[config.mk]
export PLATFORM = sky130hd
export DESIGN_NAME = csr_irq_ctrl
export DESIGN_NICKNAME = d
export VERILOG_FILES = /design/src/rtl/csr_irq_ctrl.sv
export SDC_FILE = /design/constraint.sdc
export NUM_CORES = 1
export LEC_CHECK = 0
export CORE_UTILIZATION = 50
export DETAILED_ROUTE_END_ITERATION = 8
export PLACE_DENSITY = 0.76
export SYNTH_ARGS = -nofsm -noshare
export SYNTH_HDL_FRONTEND = slang
export SYNTH_SLANG_ARGS = --single-unit
[constraint.sdc]
create_clock -name clk_i -period 3.25 [get_ports clk_i]
set_clock_uncertainty 0.2 [all_clocks]
set_input_delay 0.65 -clock clk_i [delete_from_list [all_inputs] [get_ports clk_i]]
set_output_delay 0.65 -clock clk_i [all_outputs]
set_load 0.02 [all_outputs]
[src/rtl/csr_irq_ctrl.sv]
// Machine-mode CSR file with a fixed-priority interrupt controller.
// Sequences interrupt entry through a flush window and returns on mret.
module csr_irq_ctrl #(
    parameter int unsigned NUM_IRQ      = 4,
    parameter int unsigned FLUSH_CYCLES = 3,
    parameter logic [31:0] HARTID       = 32'd0,
    parameter bit          VECTORED     = 1'b1
) (
    input  logic               clk_i,
    input  logic               rst_ni,
    input  logic               csr_wr_i,
    input  logic [11:0]        addr_i,
    input  logic [1:0]         mode_sel_i,
    input  logic [4:0]         immed_i,
    input  logic               immed_sel_i,
    input  logic [31:0]        rs1_i,
    input  logic [NUM_IRQ-1:0] irq_i,
    input  logic               timer_intr_i,
    input  logic               stall_i,
    input  logic               hold_i,
    input  logic               mret_i,
    input  logic               ctrl_change_i,
    input  logic [31:0]        next_pc_i,
    output logic [31:0]        csr_data_o,
    output logic               flush_o,
    output logic               pc_intr_sel_o,
    output logic [31:0]        pc_intr_addr_o,
    output logic [NUM_IRQ-1:0] irq_ack_o,
    output logic               busy_o
);

    localparam logic [31:0] MIE_MASK = 32'(((64'd1 << NUM_IRQ) - 64'd1) << 16) | 32'h80;

    localparam logic [11:0] A_MSTATUS  = 12'h300;
    localparam logic [11:0] A_MIE      = 12'h304;
    localparam logic [11:0] A_MTVEC    = 12'h305;
    localparam logic [11:0] A_MSCRATCH = 12'h340;
    localparam logic [11:0] A_MEPC     = 12'h341;
    localparam logic [11:0] A_MCAUSE   = 12'h342;
    localparam logic [11:0] A_MIP      = 12'h344;
    localparam logic [11:0] A_MHARTID  = 12'hF14;

    typedef enum logic [1:0] {IDLE, ENTRY, ACTIVE} state_e;

    state_e              state_q, state_d;
    logic [2:0]          cnt_q;
    logic                mstatus_mie_q, mstatus_mpie_q;
    logic [31:0]         mie_q, mtvec_q, mscratch_q, mepc_q, mcause_q;
    logic [NUM_IRQ-1:0]  irq_ack_q;

    logic [31:0]         mip, pending, wdata, mstatus_rd, mstatus_new;
    logic [31:0]         win_cause, target;
    logic [NUM_IRQ-1:0]  win_ack;
    logic                wr_en, accept, mret_take, cause_lock;

    function automatic logic [31:0] csr_op(input logic [31:0] old, input logic [31:0] wd,
                                           input logic [1:0] mode);
        case (mode)
            2'b01:   return wd;
            2'b10:   return old | wd;
            2'b11:   return old & ~wd;
            default: return old;
        endcase
    endfunction

    always_comb begin
        mip              = '0;
        mip[7]           = timer_intr_i;
        mip[16 +: NUM_IRQ] = irq_i;
    end

    assign pending     = mip & mie_q;
    assign wdata       = immed_sel_i ? {27'b0, immed_i} : rs1_i;
    assign wr_en       = csr_wr_i && (mode_sel_i != 2'b00);
    assign mstatus_rd  = {24'b0, mstatus_mpie_q, 3'b0, mstatus_mie_q, 3'b0};
    assign mstatus_new = csr_op(mstatus_rd, wdata, mode_sel_i);
    assign accept      = (state_q == IDLE) && mstatus_mie_q && (pending != '0);
    assign mret_take   = (state_q == ACTIVE) && mret_i;
    assign cause_lock  = accept || (state_q == ENTRY) || mret_take;

    // Walk from lowest priority up so the lowest-numbered line wins.
    always_comb begin
        win_cause = {1'b1, 31'd7};
        win_ack   = '0;
        for (int k = NUM_IRQ - 1; k >= 0; k--) begin
            if (pending[16 + k]) begin
                win_cause  = {1'b1, 31'(16 + k)};
                win_ack    = '0;
                win_ack[k] = 1'b1;
            end
        end
    end

    always_comb begin
        target = {mtvec_q[31:2], 2'b00};
        if (VECTORED && mtvec_q[0])
            target = {mtvec_q[31:2], 2'b00} + {25'b0, mcause_q[4:0], 2'b00};
    end

    // State register
    always_ff @(posedge clk_i) begin
        if (!rst_ni) state_q <= IDLE;
        else         state_q <= state_d;
    end

    // Next-state logic
    always_comb begin
        state_d = state_q;
        case (state_q)
            IDLE:    if (accept) state_d = ENTRY;
            ENTRY:   if ((cnt_q == 3'd1) && !stall_i && !hold_i) state_d = ACTIVE;
            ACTIVE:  if (mret_i) state_d = IDLE;
            default: state_d = IDLE;
        endcase
    end

    // Outputs
    always_comb begin
        flush_o        = 1'b0;
        pc_intr_sel_o  = 1'b0;
        pc_intr_addr_o = '0;
        if (state_q == ENTRY) begin
            flush_o = (cnt_q > 3'd1);
            if (cnt_q == 3'd1) begin
                pc_intr_sel_o  = 1'b1;
                pc_intr_addr_o = target;
            end
        end else if (mret_take) begin
            pc_intr_sel_o  = 1'b1;
            pc_intr_addr_o = mepc_q;
        end
    end

    assign busy_o    = (state_q != IDLE);
    assign irq_ack_o = irq_ack_q;

    always_ff @(posedge clk_i) begin
        if (!rst_ni) begin
            cnt_q          <= '0;
            mstatus_mie_q  <= 1'b0;
            mstatus_mpie_q <= 1'b0;
            mie_q          <= '0;
            mtvec_q        <= '0;
            mscratch_q     <= '0;
            mepc_q         <= '0;
            mcause_q       <= '0;
            irq_ack_q      <= '0;
        end else begin
            irq_ack_q <= accept ? win_ack : '0;

            if (accept)
                cnt_q <= 3'(FLUSH_CYCLES);
            else if ((state_q == ENTRY) && !stall_i) begin
                // Park at 1 while hold_i keeps the redirect asserted.
                if (cnt_q > 3'd1)  cnt_q <= cnt_q - 3'd1;
                else if (!hold_i)  cnt_q <= '0;
            end

            if (accept) begin
                mstatus_mpie_q <= mstatus_mie_q;
                mstatus_mie_q  <= 1'b0;
            end else if (mret_take) begin
                mstatus_mie_q  <= mstatus_mpie_q;
                mstatus_mpie_q <= 1'b1;
            end else if (wr_en && (addr_i == A_MSTATUS)) begin
                mstatus_mie_q  <= mstatus_new[3];
                mstatus_mpie_q <= mstatus_new[7];
            end

            if (wr_en && (addr_i == A_MIE))
                mie_q <= csr_op(mie_q, wdata, mode_sel_i) & MIE_MASK;
            if (wr_en && (addr_i == A_MTVEC))
                mtvec_q <= csr_op(mtvec_q, wdata, mode_sel_i) & 32'hFFFF_FFFD;
            if (wr_en && (addr_i == A_MSCRATCH))
                mscratch_q <= csr_op(mscratch_q, wdata, mode_sel_i);

            if (accept || ((state_q == ENTRY) && ctrl_change_i))
                mepc_q <= next_pc_i & 32'hFFFF_FFFC;
            else if (wr_en && !cause_lock && (addr_i == A_MEPC))
                mepc_q <= csr_op(mepc_q, wdata, mode_sel_i) & 32'hFFFF_FFFC;

            if (accept)
                mcause_q <= win_cause;
            else if (wr_en && !cause_lock && (addr_i == A_MCAUSE))
                mcause_q <= csr_op(mcause_q, wdata, mode_sel_i);
        end
    end

    always_comb begin
        case (addr_i)
            A_MSTATUS:  csr_data_o = mstatus_rd;
            A_MIE:      csr_data_o = mie_q;
            A_MTVEC:    csr_data_o = mtvec_q;
            A_MSCRATCH: csr_data_o = mscratch_q;
            A_MEPC:     csr_data_o = mepc_q;
            A_MCAUSE:   csr_data_o = mcause_q;
            A_MIP:      csr_data_o = mip;
            A_MHARTID:  csr_data_o = HARTID;
            default:    csr_data_o = '0;
        endcase
    end

endmodule

==> impl_metrics.json, run 1 <==
{
  "fill_cells": 1162,
  "hold_viol_final": 0,
  "cp.required_ns": 2.40,
  "outcome": "complete, but fails checks",
  "setup_violations": 46,
  "synth_area_leaders": "dfxtp_1, a21oi_1, nor2_1",
  "layout-drive-gt1-share_pct": 26.3,
  "io_pins": 167,
  "clkSinkCount": 141,
  "drt-vias-per-instance": 6.71,
  "ys_seq_area_share_pct": 32.3,
  "r2r_slack_ns": 0.72,
  "end_kind": "primary output",
  "finalWirelength_mm": 37.4,
  "crit_fanout": 4,
  "report.final.slew_viol_count": 0,
  "clk_path_buf_depth": 2,
  "synth_top_family_by_area": "compound AO/OA/AOI/OAI gates",
  "yosys_register_bits": 141,
  "clk_pin_slew_ns": 0.06,
  "cp-start-kind": "flop",
  "maxCapViolations": 0,
  "pre_cts_ws_ns": -0.917,
  "vias": 10700,
  "crit_arrival_ns": 2.68,
  "cts_root_buf": "clkbuf_16",
  "synth_top_area_share_pct": 32.3,
  "yosys.area_share.simple_pct": 21.5,
  "synth_edf_count": 0,
  "cts_hold_buf": 0,
  "grt_max_degree": 41,
  "synth.avg_cell_area_um2": 7.71,
  "nets": 1473,
  "grt_pass1_wl_mm": 55.4,
  "dr.pass1.iters": 7,
  "multi_input_area_mm2": 0.00591,
  "cts_buffers": 17,
  "max_slew_margin_pct": 59.3,
  "setup.worst_path.start": "mcause_q[0]",
  "rsz0062_at_grt": "yes",
  "synthXorXnorAreaFrac_pct": 4.91,
  "synth_fa_ha_area_share_pct": 1.95,
  "antennaDiodeCount": 0,
  "power.density_mw_per_mm2": 346,
  "gp_congestion": 0.959,
  "leakage_nw": 5.34,
  "die_w_um": 134,
  "rr_worst_depth": 7,
  "grt_usage_pct": 40.2,
  "io_buffers": 162,
  "period_needed_ns": 3.53,
  "grt.overflow.total": 0,
  "synth_compound_area_share_pct": 31.9,
  "die-area_mm2": 0.0180,
  "post_drt_wl_per_cell_um": 23.4,
  "tns_ns": -5.56,
  "fp-row-count": 47,
  "tightest_slew_ns": 0.610,
  "yosysWarningCount": 0,
  "reg2reg_to": "mepc_q[16]",
  "cts_max_level": 4,
  "period_share_pct": 109,
  "remaining_drc_errors": 0,
  "fp.coreArea_mm2": 0.0168,
  "ys_types": 72,
  "violations": "negative setup slack",
  "cts_tree": "yes",
  "grt_pass1_vias": 10200,
  "synthMuxAreaShare_pct": 1.22,
  "netlist_instances": 1133,
  "initial_core_util_pct": 51.9,
  "critPathCapture": "pc_intr_addr_o[26]",
  "yosysTopAreaCell": "dfxtp_1",
  "syn_area_mm2": 0.00873,
  "ys.flop_type": "dfxtp_1",
  "fin_ws_ns": -0.284,
  "max_freq_mhz": 283,
  "drt_first_iter_violations": 1410,
  "hp-class": "flop to flop",
  "ys_async_sr_fraction_pct": 0,
  "ant_nets": 0,
  "regArea_mm2": 0.00283,
  "die_height_um": 134,
  "clkLatencyLatePin_ns": 0.44,
  "grt_antenna_before_repair": 1,
  "peakVddDrop_mv": 0.381,
  "timing.rr.start": "state_q[0]",
  "path_class": "flop to primary output",
  "synthToLayoutAreaGrowth_pct": 47.0,
  "dpl.hpwl_mm": 22.9
}
## cell usage after synthesis, types with 3 or more instances
| cell | number |
|---|---|
| inv_1 | 11 |
| nand2_1 | 100 |
| and2_1 | 4 |
| nand4b_1 | 4 |
| o21a_1 | 5 |
| ha_1 | 12 |
| o211ai_1 | 37 |
| nor3_1 | 46 |
| a22oi_1 | 42 |
| o211a_1 | 30 |
| mux2_2 | 5 |
| dfxtp_1 | 141 |
| nand3_1 | 24 |
| a221o_1 | 41 |
| and4_1 | 5 |
| o311ai_0 | 3 |
| clkbuf_1 | 71 |
| and3_1 | 11 |
| a21oi_1 | 109 |
| or2_2 | 3 |
| buf_2 | 31 |
| buf_1 | 7 |
| buf_4 | 4 |
| nor2b_1 | 29 |
| a211oi_1 | 4 |
| a211o_1 | 4 |
| nand2b_1 | 5 |
| or3_1 | 4 |
| a22o_1 | 13 |
| nor4_1 | 6 |
| or4_1 | 5 |
| o2111ai_1 | 9 |
| xor2_1 | 14 |
| nor2_1 | 119 |
| nand4_1 | 6 |
| xnor2_1 | 35 |
| mux2i_1 | 5 |
| o21ai_0 | 82 |
| a31oi_1 | 9 |
## worst min-delay path by stage
| stage | slack (ns) | to | cells past startpoint | start |
|---|---|---|---|---|
| after floorplan | 0.25 | irq_ack_o[3] | 2 | mie_q[19] |
| after detailed placement | 0.27 | mscratch_q[17] | 2 | mscratch_q[17] |
| final | 0.29 | mscratch_q[26] | 2 | mscratch_q[26] |
| after global routing | 0.31 | mscratch_q[0] | 2 | mscratch_q[0] |
| after global placement | 0.26 | mscratch_q[0] | 2 | mscratch_q[0] |
| after CTS | 0.29 | mscratch_q[26] | 2 | mscratch_q[26] |
## logic make-up after synthesis
kind of cell / after synthesis
simple gates: 387
fa+ha+maj: 13
compound gates: 405
xor+xnor: 49
mux: 10
other cells: 1
buf+inv: 127
flops: 141
## layout by cell type, fill, tap and decap left out, types with 10 or more instances in the layout
| cell | Yosys | final |
|---|---|---|
| buf_4 | 4 | 143 |
| dfxtp_1 | 141 | 135 |
| nor2_1 | 119 | 117 |
| a21oi_1 | 109 | 108 |
| nand2_1 | 100 | 98 |
| clkdlybuf4s50_1 | 0 | 89 |
| o21ai_0 | 82 | 67 |
| buf_6 | 1 | 54 |
| nor3_1 | 46 | 44 |
| a221o_1 | 41 | 41 |
| o211ai_1 | 37 | 37 |
| xnor2_1 | 35 | 35 |
| o211a_1 | 30 | 30 |
| nor2b_1 | 29 | 28 |
| a22oi_2 | 0 | 26 |
| clkbuf_16 | 0 | 18 |
| a22oi_1 | 42 | 16 |
| buf_12 | 0 | 16 |
| xor2_1 | 14 | 13 |
| a22o_1 | 13 | 13 |
| nand3_2 | 0 | 12 |
| nand3_1 | 24 | 11 |
| o21ai_1 | 1 | 11 |
| buf_2 | 31 | 11 |
| inv_1 | 11 | 10 |
## per-stage QoR
step | area [um^2] | power [mW] | util (%) | std cells | hold WS [ns]
after CTS | 12700 | 4.39 | 75.5 | 1596 | 0.292
after floorplan | 8740 | 2.00 | - | 1134 | 0.251
after global placement | 11500 | 2.21 | 68.1 | 1551 | 0.264
after global routing | 12800 | 4.51 | 76.4 | 1596 | 0.314
final | 12800 | 4.44 | 76.4 | 1596 | 0.289
after detailed placement | 11500 | 2.21 | 68.1 | 1551 | 0.271
## routing by layer
metal	vias up	routed length (um)	track usage, %
li1	4637	-	-
met1	4954	13800	49.8
met2	905	16500	64.2
met3	210	4830	9.98
met4	0	2240	21.5
met5	-	0	0
## layout make-up
type | count | area share [%]
tap | 220 | 2.14
inverter | 13 | 0.380
clock inverter | 10 | 1.44
clock buffer | 21 | 3.66
timing repair buffer | 325 | 24.3
multi-input combinational | 866 | 46.0
sequential | 141 | 22.0
## state kept, by name (all words and copies together), names as in the netlist
signal,flops
cnt_q,3
mstatus_mpie_q,1
mstatus_mie_q,1
mscratch_q,32
mtvec_q,31
mepc_q,30
state_q,2
mcause_q,32
mie_q,5
irq_ack_o,4
## worst max-delay path, cell delays in order (launching register included)
cell     delay (ns)
dfxtp_2        0.36
ha_4           0.14
inv_2          0.03
fa_2           0.36
nor2b_2        0.15
o31a_1         0.29
o21ai_4        0.12
or4b_4         0.57
nand3_4        0.10
buf_6          0.12
## power by group
group          switching, mW  internal (mW)  leakage [nW]
Sequential         0.0000598           1.73          1.14
Combinational          0.267          0.217          3.88
Clock                  0.812           1.42         0.320
## what timing repair did
item | 4_1_cts | 5_1_grt
gates cloned | 6 | 1
buffers inserted | 9 | 5
pin swaps | 57 | 42
hold endpoints to repair | 0 | 0
gates resized for setup | 467 | 52
setup endpoints to repair | 62 | 58
Power figures use the tool's default switching activity.
==> run 2, diff against run 1 <==
--- a/config.mk
+++ b/config.mk
@@ -7,7 +7,7 @@
 export LEC_CHECK = 0
 export CORE_UTILIZATION = 50
 export DETAILED_ROUTE_END_ITERATION = 8
-export PLACE_DENSITY = 0.76
+export PLACE_DENSITY = 0.77
 export SYNTH_ARGS = -nofsm -noshare
 export SYNTH_HDL_FRONTEND = slang
 export SYNTH_SLANG_ARGS = --single-unit
==> run 2 against run 1 <==
Worst hold slack got worse by 0.0015 ns. Clock-buffer cell count rose by 2. Final cell count rose by 0.94%. Core utilization rose by 1.5 points. Maximum frequency fell by 3.9%. First-iteration DRC count fell by 1.9%. Largest power group unchanged. Setup slack got worse by 0.14 ns. Design area rose by 1.9%. Critical path depth rose by 1. Wire length rose by 2.4%. The run still ends with negative setup slack left. Highest routed layer unchanged. Sequential share of layout area fell by 0.39 points. Register-to-register slack improved by 0.02 ns.
==> impl_metrics.json, run 2 (same netlist as run 1, synthesis figures left out) <==
{
  "outcome": "complete, but fails checks",
  "violations": "negative setup slack",
  "fin_ws_ns": -0.428,
  "io_pins": 167,
  "fp.coreArea_mm2": 0.0168,
  "largestRegisters": "mcause_q (32), mscratch_q (32), mtvec_q (31)",
  "hp-class": "flop to flop",
  "initial_core_util_pct": 51.9,
  "period_needed_ns": 3.68,
  "grt_usage_pct": 41.0,
  "max_slew_margin_pct": 48.0,
  "cts_max_level": 4,
  "ant_nets": 0,
  "period_share_pct": 113,
  "gp_congestion": 0.970,
  "setup.worst_path.start": "mcause_q[0]",
  "clkLatencyLatePin_ns": 0.44,
  "cts_hold_buf": 0,
  "io_buffers": 162,
  "peakVddDrop_mv": 0.389,
  "pre_cts_ws_ns": -0.898,
  "power_mw": 4.39,
  "min_from": "mscratch_q[13]",
  "remaining_drc_errors": 0,
  "regArea_mm2": 0.00283,
  "rr_worst_depth": 8,
  "grt_max_degree": 40,
  "antennaDiodeCount": 0,
  "grt_pass1_wl_mm": 56.4,
  "layout-drive-gt1-share_pct": 28.0,
  "hold_viol_final": 0,
  "r2r_slack_ns": 0.74,
  "fin_hold_ws_ns": 0.287,
  "maxCapViolations": 0,
  "placed_cell_area_mm2": 0.0114,
  "fin_area_mm2": 0.0131,
  "rsz0062_at_grt": "yes",
  "clkSinkCount": 141,
  "crit_path_top_delay_cell": "or4b_4",
  "cp.required_ns": 2.40,
  "grt_pass1_vias": 10400,
  "report.final.slew_viol_count": 0,
  "fp-row-count": 47,
  "tns_ns": -6.64,
  "crit_fanout": 4,
  "grt.overflow.total": 0,
  "die_height_um": 134,
  "clk_pin_slew_ns": 0.07,
  "cts_tree": "yes",
  "timing.rr.start": "state_q[1]",
  "final_cell_mix": "buf_4, dfxtp_1, nor2_1",
  "grt_antenna_before_repair": 0,
  "holdPathEnd": "mscratch_q[13]",
  "dr.pass1.iters": 6,
  "post_drt_wl_per_cell_um": 23.8,
  "clk_path_buf_depth": 2,
  "end_kind": "primary output",
  "fill_cells": 1128,
  "crit_arrival_ns": 2.83,
  "final_common_cell": "buf_4",
  "cp_slowest_stage_delay_ns": 0.55,
  "die_w_um": 134,
  "nets": 1487,
  "power.density_mw_per_mm2": 335,
  "cp-start-kind": "flop",
  "multi_input_area_mm2": 0.00597,
  "path_class": "flop to primary output",
  "max_freq_mhz": 272,
  "hold-path-cell-count": 2,
  "dpl.hpwl_mm": 22.6,
  "path_cells": "ha_4, inv_2, fa_2, nor2b_4, o31a_1, buf_4, o21ai_4, or4b_4, nand3_4, buf_6",
  "tightest_slew_ns": 0.779,
  "cts_root_buf": "clkbuf_16",
  "reg2reg_to": "mcause_q[8]",
  "die-area_mm2": 0.0180,
  "synthToLayoutAreaGrowth_pct": 49.9,
  "finalWirelength_mm": 38.3,
  "leakage_nw": 5.41,
  "vias": 10900,
  "setup_violations": 47,
  "drt_first_iter_violations": 1383,
  "drt-vias-per-instance": 6.75,
  "cts_buffers": 17
}
run 2: report_power, final:
group,switching (mW),internal [mW]
Clock,0.803,1.37
Combinational,0.269,0.216
Sequential,0.0000651,1.73
run 2: how the worst max path moves through the flow:
stage,slack [ns],end
floorplan,0.08,pc_intr_addr_o[14]
global placement,-0.85,csr_data_o[19]
detailed placement,-0.90,csr_data_o[26]
CTS,-0.31,pc_intr_addr_o[20]
global route,-0.47,pc_intr_addr_o[26]
finish,-0.43,pc_intr_addr_o[26]
run 2: routing by layer:
layer	GRT usage [%]	up-vias	wire [um]
li1	-	4681	-
met1	50.7	5036	13600
met2	65.7	923	17400
met3	9.30	228	5210
met4	23.5	0	2080
met5	0	-	0
run 2: area by class of cell:
class	instances	share of cell area [%]
Clock inverter	9	1.19
Inverter	13	0.373
Sequential cell	141	21.7
Timing Repair Buffer	339	25.3
Clock buffer	23	3.73
Tap cell	220	2.10
Multi-Input combinational cell	866	45.6
run 2: repair_timing:
item,in CTS,in global routing
pin swaps,65,49
cloned,5,1
gates resized for setup,467,93
setup endpoints to repair,62,62
setup buffers,21,14
run 2: critical path: cells and delay by family (launching register included):
family	cells	cell delay (ns)
flops	1	0.36
simple gates	3	0.81
fa+ha+maj	2	0.51
compound gates	2	0.38
buf+inv	3	0.33
run 2: per-stage QoR:
step,cells,util [%]
3_3_place_gp,1548,68.0
2_1_floorplan,1134,-
6_report,1611,77.8
4_1_cts,1605,75.7
3_5_place_dp,1548,68.0
5_1_grt,1611,77.8
==> run 3, diff against run 2 <==
--- a/config.mk
+++ b/config.mk
@@ -7,6 +7,7 @@
 export LEC_CHECK = 0
 export CORE_UTILIZATION = 50
 export DETAILED_ROUTE_END_ITERATION = 8
+export MAX_ROUTING_LAYER = met4
 export PLACE_DENSITY = 0.77
 export SYNTH_ARGS = -nofsm -noshare
 export SYNTH_HDL_FRONTEND = slang
==> run 3 against run 2 <==
The run still ends with negative setup slack left. Design area down 0.50%. Critical endpoint unchanged. Largest power group unchanged. Register-to-register slack worse by 0.07 ns. Global-route usage up 2.1 points. Total power up 0.60%. Critical path type unchanged. Largest cell class unchanged. Setup slack better by 0.20 ns.
==> impl_metrics.json, run 3 (same netlist as run 1, synthesis figures left out) <==
{
  "gp_congestion": 0.956,
  "swShare_pct": 24.5,
  "final_cell_mix": "buf_4, dfxtp_1, nor2_1",
  "min_from": "mscratch_q[22]",
  "crit_arrival_ns": 2.63,
  "period_needed_ns": 3.48,
  "antennaDiodeCount": 0,
  "timing.rr.start": "state_q[1]",
  "dp_cells": 1553,
  "setup_violations": 44,
  "max_freq_mhz": 288,
  "layout-drive-gt1-share_pct": 27.5,
  "comb_power_share_pct": 11.1,
  "cts_root_buf": "clkbuf_16",
  "clock_power_share_pct": 49.8,
  "use_met2_pct": 65.4,
  "remaining_drc_errors": 0,
  "clkLatencyLatePin_ns": 0.43,
  "path_class": "flop to primary output",
  "die_height_um": 134,
  "fp.coreArea_mm2": 0.0168,
  "clk_path_buf_depth": 2,
  "die_w_um": 134,
  "post_drt_wl_per_cell_um": 23.9,
  "max_slew_margin_pct": 52.7,
  "clkSinkCount": 141,
  "placed_cell_area_mm2": 0.0115,
  "violations": "negative setup slack",
  "power.density_mw_per_mm2": 339,
  "grt_usage_pct": 43.1,
  "cts_tree": "yes",
  "fin_ws_ns": -0.228,
  "initial_core_util_pct": 51.9,
  "cp-start-kind": "flop",
  "dpl.hpwl_mm": 22.7,
  "synthToLayoutAreaGrowth_pct": 49.1,
  "vias": 11000,
  "tns_ns": -3.16,
  "leakage_nw": 5.46,
  "setup.worst_path.start": "mcause_q[0]",
  "largestRegisters": "mcause_q (32), mscratch_q (32), mtvec_q (31)",
  "use_met1_pct": 51.1,
  "io_pins": 167,
  "grt_pass1_vias": 10900,
  "peakVddDrop_mv": 0.368,
  "internal_power_mw": 3.33,
  "pre_cts_ws_ns": -0.914,
  "cts_buffers": 17,
  "tightest_slew_ns": 0.708,
  "drt-vias-per-instance": 6.81,
  "grt_antenna_before_repair": 0,
  "nets": 1487,
  "met3_usage_pct": 9.56,
  "finalWirelength_mm": 38.5,
  "outcome": "complete, but fails checks",
  "ant_nets": 0,
  "power_frac_seq_pct": 39.1,
  "clk_pin_slew_ns": 0.06,
  "final_common_cell": "buf_4",
  "maxCapViolations": 0,
  "netSwitchingPower_mw": 1.08,
  "report.final.slew_viol_count": 0,
  "hold_viol_final": 0,
  "power_mw": 4.41,
  "hp-class": "flop to flop",
  "dr.pass1.iters": 6,
  "fp-row-count": 47,
  "busiest_layer": "met2",
  "die-area_mm2": 0.0180,
  "period_share_pct": 107,
  "cts_max_level": 4,
  "crit_fanout": 4,
  "rsz0062_at_grt": "yes",
  "final_cells": 1611,
  "fin_area_mm2": 0.0130,
  "grt_max_degree": 44,
  "end_kind": "primary output",
  "cp.required_ns": 2.40,
  "io_buffers": 162,
  "grt.overflow.total": 0,
  "grt_pass1_wl_mm": 58.0,
  "drt_first_iter_violations": 1545
}
-- run 3: changes by cell type in the layout (fill, tap and decap cells not counted), sizes merged --
| cell | before | now |
|---|---|---|
| buf | 241 | 242 |
| clkinv | 5 | 8 |
| clkbuf | 28 | 20 |
| inv | 13 | 14 |
| dlygate4sd2 | 1 | 3 |
| bufinv | 4 | 5 |
-- run 3: timing repair --
item	4_1_cts	5_1_grt
resized for setup	495	65
gates cloned	8	0
endpoints found under the setup margin	62	61
pin swaps	59	34
hold buffers	0	0
setup buffers	23	6
-- run 3: per-layer routing --
metal,wire length [um],up-vias
met5,0,-
met4,2710,0
met3,5340,273
met2,16900,974
met1,13600,5039
li1,-,4691
-- run 3: power groups by stage --
stage          combinational, mW  clock [mW]  sequential [mW]
2_1_floorplan              0.230           0             1.77
3_3_place_gp               0.441           0             1.77
3_5_place_dp               0.449           0             1.77
4_1_cts                    0.457        2.18             1.73
5_1_grt                    0.509        2.25             1.73
6_report                   0.488        2.20             1.73
-- run 3: path summary, 6_finish.rpt --
| path | end | slack [ns] | depth (start not counted) |
|---|---|---|---|
| worst max-delay path | pc_intr_addr_o[26] | -0.23 | 10 |
| worst min-delay path | mscratch_q[22] | 0.28 | 2 |
| worst max register to register | mcause_q[12] | 0.67 | 8 |
| worst min register to register | mscratch_q[22] | 0.28 | 2 |
-- run 3: stage by stage --
| step | hold WS [ns] | util [%] |
|---|---|---|
| 2_1_floorplan | 0.251 | - |
| 3_3_place_gp | 0.261 | 68.1 |
| 3_5_place_dp | 0.274 | 68.1 |
| 4_1_cts | 0.289 | 76.8 |
| 5_1_grt | 0.320 | 77.4 |
| 6_report | 0.284 | 77.4 |
-- run 3: critical path, cell delays in order (launching register included) --
cell and delay, ns:
dfxtp_2 0.36, ha_4 0.14, inv_2 0.03, fa_2 0.35, nor2b_2 0.14, o31a_1 0.16
buf_6 0.14, o21ai_4 0.10, or4b_4 0.55, nand3_4 0.11, buf_6 0.12
-- run 3: final cells by class --
class                      instances  area, um^2
sequential                       141        2840
clock buffer                      18         439
multi-input combinational        866        5930
inverter                          13        48.8
tap                              220         275
clock inverter                    14         214
timing repair buffer             339        3290
fill                            1120        3790
